`config.mk`:
```
export PLATFORM = sky130hd
export DESIGN_NAME = memory_interface_unit
export DESIGN_NICKNAME = d
export VERILOG_FILES = /design/src/rtl/memory_interface_unit.sv
export SDC_FILE = /design/constraint.sdc
export NUM_CORES = 1
export LEC_CHECK = 0
export CORE_AREA = 2 2 99 101
export CTS_CLUSTER_SIZE = 25
export DETAILED_ROUTE_END_ITERATION = 8
export DIE_AREA = 0 0 101 103
export PLACE_DENSITY = 0.79
export SYNTH_ARGS = -nofsm -noshare
export SYNTH_HDL_FRONTEND = slang
export SYNTH_SLANG_ARGS = --single-unit
```
`constraint.sdc`:
```
create_clock -name clock -period 2.4 [get_ports clock]
set_clock_uncertainty 0.15 [all_clocks]
set_input_delay 0.48 -clock clock [delete_from_list [all_inputs] [get_ports clock]]
set_output_delay 0.48 -clock clock [all_outputs]
set_load 0.05 [all_outputs]
```
`src/rtl/memory_interface_unit.sv`:
```
// MAR/MDR register pair plus a two-state handshake FSM that drives a simple
// req/ack memory port, with a bounded wait that flags a sticky timeout error.
module memory_interface_unit #(
  parameter int ADDR_W  = 9,
  parameter int TIMEOUT = 16
) (
  input  logic              clock,
  input  logic              clear,
  input  logic [31:0]       BusMuxOut,
  input  logic              MARin,
  input  logic              MDRin,
  input  logic              Read,
  input  logic              mem_start,
  input  logic              mem_write,
  input  logic              mem_ack,
  input  logic [31:0]       mem_rdata,
  output logic [31:0]       BusMuxIn_MDR,
  output logic [31:0]       BusMuxIn_MAR,
  output logic [ADDR_W-1:0] mem_addr,
  output logic [31:0]       mem_wdata,
  output logic              mem_req,
  output logic              mem_we,
  output logic              busy,
  output logic              done,
  output logic              err
);

  localparam logic [0:0] IDLE = 1'b0;
  localparam logic [0:0] WAIT = 1'b1;

  localparam logic [7:0] LAST_COUNT = 8'(TIMEOUT - 1);

  logic [0:0]  state;
  logic [31:0] mar;
  logic [31:0] mdr;
  logic [7:0]  count;
  logic        we;
  logic        done_q;
  logic        err_q;

  always_ff @(posedge clock or negedge clear) begin
    if (!clear) begin
      state  <= IDLE;
      mar    <= '0;
      mdr    <= '0;
      count  <= '0;
      we     <= 1'b0;
      done_q <= 1'b0;
      err_q  <= 1'b0;
    end else begin
      done_q <= 1'b0;
      case (state)
        IDLE: begin
          // A start drops same-cycle register loads so the transaction uses
          // the MAR/MDR values that were already present.
          if (mem_start) begin
            state <= WAIT;
            we    <= mem_write;
            err_q <= 1'b0;
            count <= '0;
          end else begin
            if (MARin) mar <= BusMuxOut;
            if (MDRin) mdr <= Read ? mem_rdata : BusMuxOut;
          end
        end
        WAIT: begin
          if (mem_ack) begin
            state  <= IDLE;
            we     <= 1'b0;
            done_q <= 1'b1;
            if (!we) mdr <= mem_rdata;
          end else if (count == LAST_COUNT) begin
            state  <= IDLE;
            we     <= 1'b0;
            done_q <= 1'b1;
            err_q  <= 1'b1;
          end else begin
            count <= count + 8'd1;
          end
        end
        default: state <= IDLE;
      endcase
    end
  end

  assign busy         = (state == WAIT);
  assign mem_req      = busy;
  assign mem_we       = we;
  assign done         = done_q;
  assign err          = err_q;
  assign BusMuxIn_MAR = mar;
  assign BusMuxIn_MDR = mdr;
  assign mem_addr     = mar[ADDR_W-1:0];
  assign mem_wdata    = mdr;

endmodule

```
==> reports/metrics.yaml <==
outcome:
  status: "completed"
pwr:
  p_per_area_nw_per_um2: 1230
  intPower_w: 0.00354
  power.leakage_nw: 2.31
  peakVddDrop_v: 0.000453
  switchingPower_w: 0.00332
  netSwitchingFraction_pct: 48.4
  p_comb_share_pct: 56.3
  seq_power_share_pct: 28.4
  power.share.clock_pct: 15.4
cts:
  ctsLongestPathBuffers: 2
  htreeDepth: 3
  clk_latency_ps: 330
  cts.sinks: 76
  tritoncts: "done"
  cts.clk_slew.worst_paths_ps: 80
  cts_inserted_buffers: 9
  cts_setup_buffers: 0
  cts_root_buf: "clkbuf_8"
global_route:
  grt_pass1_wl_mm: 14.8
  grt_pass1_vias: 2981
  grt_max_degree: 46
  track_usage_pct: 18.3
  antenna_found_initial: 0
  grt_overflow: 0
placed_design:
  dpl_cell_area_um2: 5380
  routabilityCongestion: 0.832
  dp_hpwl_mm: 7.19
  io_buffers: 181
yosys:
  synth_area_leader_cell: "dfrtp_1"
  synth_top_area_share_pct: 51.4
  synth_ff_type: "dfrtp_1"
  ys_types: 37
  synth-edff-count: 0
  synth-async-reset-ratio_pct: 100
  synth_nets: 396
  yosys_warnings: 0
  ys_top_cells_by_area: "dfrtp_1 51%, buf_4 9.5%, mux2_2 9.4%, mux2i_1 8.9%, a21oi_1 4.6%"
  synthesis.area_um2: 3700
  syn_inst: 323
  syn_area_per_cell_um2: 11.5
  ys_ff_latch: 76
  seq_area_frac_synth_pct: 51.4
hold_path:
  hold_class: "reg2reg"
floorplanning:
  core_region_area_um2: 9460
  row_count: 36
  pin_count: 182
  die_area_um2: 10400
  die_x_um: 101
  die_y_um: 103
  initial_core_util_pct: 39.1
setup_path:
  worstSetupEndpoint: "BusMuxIn_MDR[27]"
  worstSetupPathType: "reg2out"
  cp-start-kind: "flop"
  critPathMaxStageDelay_ps: 840
  arrival_ps: 1640
  path_cells: "clkdlybuf4s50_1"
  worst-r2r-setup-slack_ps: 500
  rr_worst_depth: 5
  r2r-end: "BusMuxIn_MDR[3]"
  cp_data_required_time_ps: 1770
  critical_path_depth: 1
  path_buf_inv: 1
  critPathLaunch: "BusMuxIn_MDR[27]"
  critPathTopFamily: "buffers and inverters"
  reg2reg_from: "busy"
  critPathMaxFanout: 3
  cp-end-kind: "primary output"
  cpMaxStageDelayCell: "clkdlybuf4s50_1"
cells_and_area:
  ff_latch_area_um2: 1900
  num_antenna_cells: 0
  multi_input_area_um2: 1350
  fin_util_pct: 59.2
  syn2layout_area_growth_pct: 51.3
  final_area_um2: 5600
  fin_nets: 537
  layout-drive-gt1-share_pct: 14.3
  n_fill_cell: 796
route:
  viasPerCell: 4.90
  route.detailed.drc: 0
  via_count: 2859
  wl_per_cell_um: 16.5
  wl_mm: 9.60
  ant_nets: 0
  drt-initial-drc-count: 63
  dr.pass1.iters: 4
  highest_layer: "met5"
  dr_wl_met3_um: 639
  dr_wl_met2_mm: 4.86
  wl_met1_mm: 3.96
timing:
  worstMarginPinSlew_ps: 538
  fmax_ghz: 0.441
  maxSlewViolCount: 0
  fin_tns_setup_ps: 0
  rsz0062_at_grt: "no"
  timing.final.crit_share_pct: 94.5
  relSlewSlack_pct: 64.0
  finalSetupViolCount: 0
  hold_viol_final: 0
  finalCriticalPeriod_ps: 2270
run:
  maxCapViolCount: 0
-- stage by stage --
stage	hold WS, ps	setup WS [ps]	cells	total power, W
3_5_place_dp	312	210	566	0.00585
4_1_cts	362	99.6	583	0.00692
2_1_floorplan	34.4	446	323	0.00470
6_report	361	132	583	0.00686
5_1_grt	377	83.7	583	0.00716
3_3_place_gp	297	250	566	0.00577
-- power groups by stage --
stage                     Clock, W  Sequential, W  Combinational [W]
after CTS                  0.00109        0.00195            0.00389
after global routing       0.00113        0.00200            0.00403
final                      0.00106        0.00195            0.00386
after global placement           0        0.00194            0.00383
after detailed placement         0        0.00197            0.00388
after floorplan                  0        0.00304            0.00166
-- cells in the mapped netlist (all sizes together) (2+ instances only) --
cell    count
a21o        3
a32o        2
dfrtp      76
clkbuf      5
mux2i      33
mux2       32
nor3        3
xor2        3
nand3       5
a21oi      34
a31oi       2
nor2       36
nor3b       4
o211ai      3
and2        2
buf        57
nand3b      2
nand2       6
inv         3
-- metal layers --
layer	vias up	global-route usage (%)
met5	-	0
met4	2	6.24
met3	13	3.80
met2	121	32.1
met1	1361	22.4
li1	1362	-
-- cell families after synthesis --
group	Yosys count	synth area share, %
xor gates and xnor gates	4	0.946
and+or+nand+nor	62	8.41
DFF	76	51.4
adders and majority gates	1	0.338
muxes	65	18.7
AOI/OAI and AO/OA	50	8.01
buffers and inverters	65	12.3
-- registers in the layout (all words and copies together) (netlist names) --
signal	cells
BusMuxIn_MAR	32
BusMuxIn_MDR	32
count	8
busy	1
done	1
err	1
mem_we	1
-- final cells by class --
| class | count | area share (%) |
|---|---|---|
| timing repair buffer | 192 | 35.3 |
| multi-input combinational | 182 | 24.2 |
| tap | 114 | 2.55 |
| inverter | 3 | 0.201 |
| sequential | 76 | 34.0 |
| clock inverter | 7 | 1.63 |
| clock buffer | 9 | 2.21 |
-- worst min path at each step --
stage	startpoint	end	slack, ps	depth (start not counted)
floorplan	clear	BusMuxIn_MAR[0]	30	0
global placement	clear	BusMuxIn_MDR[22]	300	1
detailed placement	clear	BusMuxIn_MDR[23]	310	1
CTS	BusMuxIn_MAR[10]	BusMuxIn_MAR[10]	360	1
global route	BusMuxIn_MAR[18]	BusMuxIn_MAR[18]	380	1
finish	BusMuxIn_MAR[10]	BusMuxIn_MAR[10]	360	1
-- cell usage in the layout, fill, tap and decap left out, types with 2 or more instances in the layout --
cell type,n
a21o_1,3
a21oi_1,34
a31oi_1,2
and2_2,2
buf_12,7
buf_4,6
bufinv_16,2
clkbuf_8,9
clkdlybuf4s50_1,178
clkinv_2,3
dfrtp_1,76
inv_1,3
mux2_2,31
mux2i_1,33
nand2_1,6
nand3_1,5
nand3b_1,2
nor2_1,34
nor3_1,3
nor3b_1,4
o211ai_1,3
xor2_1,3
-- timing repair --
action / 4_1_cts / 5_1_grt
endpoints found under the hold margin: 31 / 0
hold buffers: 1 / 0
gates resized for setup: 0 / 0
Power figures use the tool's default switching activity.
